--- config.mk ---
export PLATFORM = sky130hd
export DESIGN_NAME = adc_fifo_writer
export DESIGN_NICKNAME = d
export VERILOG_FILES = /design/src/rtl/adc_fifo_writer.sv
export SDC_FILE = /design/constraint.sdc
export NUM_CORES = 1
export LEC_CHECK = 0
export CORE_MARGIN = 4
export CORE_UTILIZATION = 45
export CTS_CLUSTER_DIAMETER = 40
export CTS_CLUSTER_SIZE = 28
export DETAILED_ROUTE_END_ITERATION = 10
export GPL_ROUTABILITY_DRIVEN = 0
export PLACE_DENSITY = 0.78
export SYNTH_ARGS = -nofsm -noshare
export SYNTH_HDL_FRONTEND = slang
export SYNTH_SLANG_ARGS = --single-unit
--- constraint.sdc ---
create_clock -name clk_a -period 2.8 [get_ports clk_a]
set_input_delay 0.7 -clock clk_a [delete_from_list [all_inputs] [get_ports clk_a]]
set_output_delay 0.7 -clock clk_a [all_outputs]
set_load 0.02 [all_outputs]
--- src/rtl/adc_fifo_writer.sv ---
// adc_fifo_writer: write-side capture controller for the ADC sample FIFO.
// After an arm command it waits for a rising edge on trig. It then decimates
// the ADC stream and offers exactly len_l candidate samples to the FIFO write
// port. Candidates that arrive while the FIFO is almost full are dropped and
// counted in a saturating overflow counter.
//
// FIFO write handshake: wr_en is a one-cycle push strobe with no ready return.
// wr_data is valid only in a cycle where wr_en=1, and holds its last value
// otherwise. Backpressure comes only through fifo_almst_full, which is sampled
// in the same cycle as the candidate. A candidate seen while it is high is
// never written.
module adc_fifo_writer #(
   parameter int DATA_WIDTH  = 14,
   parameter int LEN_WIDTH   = 16,
   parameter int DECIM_WIDTH = 8,
   parameter int OVF_WIDTH   = 16
) (
   input  logic                   clk_a,
   input  logic                   rst,
   input  logic                   arm,
   input  logic                   abort,
   input  logic                   trig,
   input  logic [LEN_WIDTH-1:0]   cap_len,
   input  logic [DECIM_WIDTH-1:0] decim,
   input  logic                   adc_valid,
   input  logic [DATA_WIDTH-1:0]  adc_data,
   input  logic                   fifo_almst_full,
   output logic                   wr_en,
   output logic [DATA_WIDTH-1:0]  wr_data,
   output logic                   busy,
   output logic                   done,
   output logic [LEN_WIDTH-1:0]   cand_cnt,
   output logic [OVF_WIDTH-1:0]   ovf_cnt,
   output logic [1:0]             dbg_state
);

   typedef enum logic [1:0] {
      S_IDLE    = 2'd0,
      S_ARMED   = 2'd1,
      S_CAPTURE = 2'd2,
      S_DONE    = 2'd3
   } state_t;

   state_t                 state_q, state_d;
   logic                   trig_dly_q;
   logic [LEN_WIDTH-1:0]   len_q, len_d;
   logic [DECIM_WIDTH-1:0] decim_q, decim_d;
   logic [DECIM_WIDTH-1:0] dec_cnt_q, dec_cnt_d;
   logic [LEN_WIDTH-1:0]   cand_cnt_q, cand_cnt_d;
   logic [OVF_WIDTH-1:0]   ovf_cnt_q, ovf_cnt_d;
   logic                   wr_en_q, wr_en_d;
   logic [DATA_WIDTH-1:0]  wr_data_q, wr_data_d;

   logic trig_edge;
   logic arm_ok;
   logic cand_hit;
   logic last_cand;
   logic ovf_sat;

   // An arm with a zero length is treated as no command at all.
   assign trig_edge = trig & ~trig_dly_q;
   assign arm_ok    = arm & (cap_len != '0);
   assign cand_hit  = adc_valid & (dec_cnt_q == decim_q);
   assign last_cand = (cand_cnt_q == (len_q - LEN_WIDTH'(1)));
   assign ovf_sat   = (ovf_cnt_q == {OVF_WIDTH{1'b1}});

   // Trigger delay register: runs in every state so the edge is always fresh.
   always_ff @(posedge clk_a) begin
      if (rst) begin
         trig_dly_q <= 1'b0;
      end else begin
         trig_dly_q <= trig;
      end
   end

   // State, latched configuration, counters and the registered write port.
   always_ff @(posedge clk_a) begin
      if (rst) begin
         state_q    <= S_IDLE;
         len_q      <= '0;
         decim_q    <= '0;
         dec_cnt_q  <= '0;
         cand_cnt_q <= '0;
         ovf_cnt_q  <= '0;
         wr_en_q    <= 1'b0;
         wr_data_q  <= '0;
      end else begin
         state_q    <= state_d;
         len_q      <= len_d;
         decim_q    <= decim_d;
         dec_cnt_q  <= dec_cnt_d;
         cand_cnt_q <= cand_cnt_d;
         ovf_cnt_q  <= ovf_cnt_d;
         wr_en_q    <= wr_en_d;
         wr_data_q  <= wr_data_d;
      end
   end

   // Next-state logic. Abort wins over everything except reset. It also
   // kills any write the current cycle would have produced.
   always_comb begin
      state_d    = state_q;
      len_d      = len_q;
      decim_d    = decim_q;
      dec_cnt_d  = dec_cnt_q;
      cand_cnt_d = cand_cnt_q;
      ovf_cnt_d  = ovf_cnt_q;
      wr_en_d    = 1'b0;
      wr_data_d  = wr_data_q;

      if (abort) begin
         state_d = S_IDLE;
      end else begin
         case (state_q)
            S_IDLE, S_DONE: begin
               if (arm_ok) begin
                  len_d      = cap_len;
                  decim_d    = decim;
                  cand_cnt_d = '0;
                  ovf_cnt_d  = '0;
                  state_d    = S_ARMED;
               end
            end

            S_ARMED: begin
               // The sample in the edge cycle itself is not eligible.
               if (trig_edge) begin
                  dec_cnt_d = '0;
                  state_d   = S_CAPTURE;
               end
            end

            S_CAPTURE: begin
               if (adc_valid) begin
                  if (cand_hit) begin
                     dec_cnt_d  = '0;
                     cand_cnt_d = cand_cnt_q + LEN_WIDTH'(1);
                     if (!fifo_almst_full) begin
                        wr_en_d   = 1'b1;
                        wr_data_d = adc_data;
                     end else if (!ovf_sat) begin
                        ovf_cnt_d = ovf_cnt_q + OVF_WIDTH'(1);
                     end
                     // Dropped candidates count toward the length too, so the
                     // capture window depends only on the valid-sample timing.
                     if (last_cand) begin
                        state_d = S_DONE;
                     end
                  end else begin
                     dec_cnt_d = dec_cnt_q + DECIM_WIDTH'(1);
                  end
               end
            end

            default: begin
               state_d = S_IDLE;
            end
         endcase
      end
   end

   assign wr_en     = wr_en_q;
   assign wr_data   = wr_data_q;
   assign busy      = (state_q == S_ARMED) || (state_q == S_CAPTURE);
   assign done      = (state_q == S_DONE);
   assign cand_cnt  = cand_cnt_q;
   assign ovf_cnt   = ovf_cnt_q;
   assign dbg_state = state_q;

endmodule

======== Yosys cells after proc, flatten, opt, wreduce, memory -nomap -nowiden ========
Cells that the tools add are included.
storage, ports and cells
  register bits ........................... 82
  input bits .............................. 45
  output and inout bits ................... 51
  logic and storage cells ................. 69
operators by class
  add/sub/neg operators ................... 4
  equality and inequality tests ........... 13
  multiplexer cells ....................... 20
  bitwise gates (word level) .............. 9
  reductions and logical operators ........ 14
operators by type and width
  operator                                             count
  two-way mux 16 bit                                   7
  one-hot mux 16 bit (2 select lines)                  2
  adder 16 x 1 -> 16 bit (second input constant)       2
  two-way mux 8 bit                                    3
  equality test 16 bit                                 1
  equality test 16 bit (second input constant)         1
  one-hot mux 8 bit (2 select lines)                   1
  nonzero test 16 bit                                  1
  subtractor 16 x 1 -> 16 bit (second input constant)  1
  AND reduction 5 bit                                  3
  inequality test 2 bit (second input constant)        7
  two-way mux 2 bit                                    5
  adder 8 x 1 -> 8 bit (second input constant)         1
  equality test 8 bit                                  1
  AND reduction 7 bit                                  1
  NOT 1 bit                                            6
  one-hot mux 2 bit (3 select lines)                   1
  OR reduction 5 bit                                   1
  equality test 2 bit (second input constant)          2
  AND reduction 4 bit                                  1
  nonzero test 2 bit                                   2
  OR reduction 2 bit                                   2
  bitwise AND 1 bit                                    3
  AND reduction 3 bit                                  1
  other kinds (4)                                      4

======== Logic depth before layout (Yosys ltp) ========
  depth in word-level cells ............... 6
  mapped depth ............................ 11

======== Worst setup path after synthesis ========
No wires, ideal clock.
  path type ............................... in2reg
  start ................................... in cap_len[8]
  end ..................................... reg ovf_cnt_q[15], in the netlist ovf_cnt[15]
  library setup time ...................... 0.128 ns
  data arrival time ....................... 2.795 ns
  data required time ...................... 2.672 ns
  slack ................................... -0.122 ns
  stages on the path ...................... 10
  cell sequence ........................... or4_1 o41ai_1 a211o_1 nor2b_1 clkbuf_1 and2_1 buf_1 nand4_1 xor2_1 nor2_1
on the way
  word-level cells in the longest chain between the ends .. 4
RTL lines
  item                                    line  text
  from (decl)                             23    input logic [LEN_WIDTH-1:0] cap_len,
  nonzero test 16 bit                     62    assign arm_ok = arm & (cap_len != '0);
  bitwise AND 1 bit                       62
  inequality test 2 bit (no source line)  n/a
  AND reduction 7 bit (no source line)    n/a
  to (signal assigned)                    93    ovf_cnt_q <= ovf_cnt_d;
  to (decl)                               50    logic [OVF_WIDTH-1:0] ovf_cnt_q, ovf_cnt_d;
Every way passes these cells.
A chain may end at the register's enable or synchronous reset.

======== Final worst setup path ========
  start ................................... in cap_len[3]
  end ..................................... reg cand_cnt_q[7], in the netlist cand_cnt[7]
on the way
  word-level cells in the longest chain between the ends .. 4
RTL lines
  item                                    line  text
  nonzero test 16 bit                     62
  bitwise AND 1 bit                       62
  inequality test 2 bit (no source line)  n/a
  AND reduction 5 bit (no source line)    n/a
  to (signal assigned)                    92    cand_cnt_q <= cand_cnt_d;
  to (decl)                               49    logic [LEN_WIDTH-1:0] cand_cnt_q, cand_cnt_d;
Every way passes these cells.

==> out/qor.csv <==
stage,metric,value,unit
status,status,completed,
synth,synth_edf_count,0,
worst_hold_path,min_path_type,reg -> reg,
floorplan,die_y,103,um
worst_hold_path,worstHoldStart,ovf_cnt[1],
critical_path,slowest_delay,0.56,ns
finish,instances_no_fill,679,
floorplan,top_level_ports,96,
synth,ys_types,42,
synth,syn_area,0.00404,mm2
critical_path,r2r_setup_slack,0.11,ns
synth,synth-async-reset-ratio,0,%
critical_path,setup.worst_path.start_class,input pin,
critical_path,required,3.05,ns
timing,fin_crit,2.70,ns
floorplan,dieWidth,103,um
timing,drv_slew,0,
cts,cts_sinks,82,
critical_path,r2r_end,dbg_state[1],
finish,syn_to_final_growth,37.9,%
synth,ys.flop_type,dfxtp_1,
floorplan,initial_core_util,46.3,%
timing,fmax,370,MHz
place,dpl_cell_area,0.00527,mm2
timing,hold_violations,0,
critical_path,critPathKind,in -> reg,
detailed_routing,drt_iter0_drc,101,
global_routing,grt_overflow,0,
finish,final_nets,619,
global_routing,grt_pass1_wl,16400,um
power,pwr_density_cell,470,mW/mm2
place,dpl.cell_count,662,
synth,ys_seq_elements,82,
global_routing,grt_pass1_vias,3574,
floorplan,core_area,0.00872,mm2
synth,yosysSeqAreaShare,40.7,%
place,post-dp-hpwl,7720,um
timing,worst_pin_slew,0.499,ns
finish,multi_input_area,0.00234,mm2
finish,drive_above_1_share,10.7,%
cts,htree_levels,3,
cts,cts_made_buffers,9,
timing,skew,0.0135,ns
finish,fillerInstances,684,
worst_hold_path,min_to,ovf_cnt[1],
place,io_buffer_count,95,
detailed_routing,first_pass_iters,4,
critical_path,critPathMaxFanout,5,
global_routing,grtUsageTotal,19.6,%
cts,clockRootBuffer,clkbuf_8,
critical_path,cp_slowest_cell,or4_4,
power,vdd_drop_max,0.000530,V
timing,final-setup-viol-count,0,
synth,avgSynthCellArea,8.87,um2
floorplan,die-area,0.0106,mm2
finish,final_cell_mix,"clkdlybuf4s50_1 (95), nor2_1 (88), dfxtp_1 (82), mux2i_1 (47), xor2_1 (33)",
synth,syn_inst,455,
critical_path,r2r_start,len_q[7],
timing,slew-limit-headroom,66.4,%
floorplan,rows,34,
finish,final_common_cell,clkdlybuf4s50_1,
power,p_leak,2.16,nW
critical_path,path_cells,clkdlybuf4s50_1 > or4_4 > o41ai_4 > a211o_1 > nor2b_1 > and3_4 > and3_1 > xnor2_1 > nor2_1,
finish,n_antenna_cell,0,
detailed_routing,vias_per_cell,5.32,
critical_path,r2r_cells,8,
global_routing,grt_max_degree,39,
detailed_routing,wl,10000,um
cts,clock_path_buffers,2,
synth,synth_nets,508,
cts,clk-insertion-delay-late,0.36,ns
detailed_routing,vias,3614,
finish,seq_area,0.00164,mm2
worst_hold_path,whs_path_depth,2,
cts,clkSlewWorstSetupHoldPaths,0.09,ns
global_routing,grt_antenna_before_repair,0,
detailed_routing,wl_per_cell,14.8,um
detailed_routing,ant_nets,0,
critical_path,cp_data_arrival_time,2.95,ns
timing,fin_crit_sh,96.4,%
synth,ys_warn_count,0,
finish,fin_area,0.00557,mm2
detailed_routing,drc,0,
timing,rsz0062_at_grt,false,
cts,cts_tree,done,
critical_path,worst_setup_path_end_kind,register,
flow_run,cap_violations,0,
-- timing repair --
item,CTS,global route
gates resized for setup,9,8
setup endpoints to repair,18,25
hold endpoints to repair,0,0
cloned,0,0
pin swaps,1,3
buffers inserted,0,1
hold buffers,0,0
-- logic make-up after synthesis --
group                      count (synthesis)  share of synthesized area (%)
buffers and inverters                     31                           3.25
xor gates and xnor gates                  63                           13.7
muxes                                     47                           11.7
adders and majority gates                  8                           2.48
AOI/OAI and AO/OA                         26                           4.43
DFF                                       82                           40.7
and+or+nand+nor                          198                           23.9
-- report_power, final --
group	internal (W)	switching, W	total [W]
Combinational	0.000229	0.000203	0.000432
Clock	0.000532	0.000436	0.000968
Sequential	0.00119	0.0000284	0.00122
-- cell usage after synthesis (all sizes together) (7+ instances only) --
library cell   n  share of area (%)
o21ai          7               0.87
mux2i         47                 12
inv           10               0.93
nand4         16                2.5
clkbuf        16                1.5
nor2          89                8.3
xor2          33                7.2
nand3         19                2.4
or4            7                1.5
xnor2         30                6.5
ha             8                2.5
nor3          15                2.4
nand2         25                2.3
dfxtp         82                 41
-- metal layers --
layer  track usage, %  share of wire, %  wire (um)
met4             5.55               1.4        139
met3             7.10               8.0        803
met1             23.3                42       4220
met2             33.4                49       4860
met5                0                 0          0
-- registers in the layout, indices dropped and copies added, names as in the netlist --
register / flops
cand_cnt: 16
len_q: 16
ovf_cnt: 16
wr_data: 14
dec_cnt_q: 8
decim_q: 8
dbg_state: 2
trig_dly_q: 1
wr_en: 1
-- per-stage QoR --
stage / total power [W] / setup WS (ns) / utilization, % / hold slack, ns / setup TNS [ns]
after floorplan: 0.00149 / 0.00926 / - / 0.482 / 0
after global placement: 0.00164 / -0.429 / 60.4 / 0.472 / -12.15
after detailed placement: 0.00166 / -0.453 / 60.4 / 0.481 / -12.73
after CTS: 0.00263 / 0.00279 / 63.5 / 0.492 / 0
after global routing: 0.00273 / 0.00355 / 63.8 / 0.519 / 0
final: 0.00262 / 0.0999 / 63.8 / 0.490 / 0
-- worst max path at each step --
stage,startpoint,endpoint,slack (ns),cells after the start
final,cap_len[3],cand_cnt[7],0.1,9
after global routing,len_q[7],dbg_state[0],0.004,8
after CTS,cap_len[8],cand_cnt[7],0.003,9
after detailed placement,cap_len[11],ovf_cnt[8],-0.45,9
after global placement,cap_len[11],ovf_cnt[13],-0.43,9
after floorplan,cap_len[3],ovf_cnt[15],0.009,10
-- worst max-delay path, delay by kind of cell --
kind	cells	cell delay (ns)
buf+inv	1	0.42
simple gates	5	1.11
xor+xnor	1	0.14
compound gates	2	0.59
-- layout make-up --
class	count	share of cell area, %
Multi-Input combinational cell	342	42.1
Sequential cell	82	29.5
Timing Repair Buffer	121	21.3
Clock buffer	11	2.54
Tap cell	108	2.43
Clock inverter	5	1.53
Inverter	10	0.674
(Power assumes the default switching activity.)
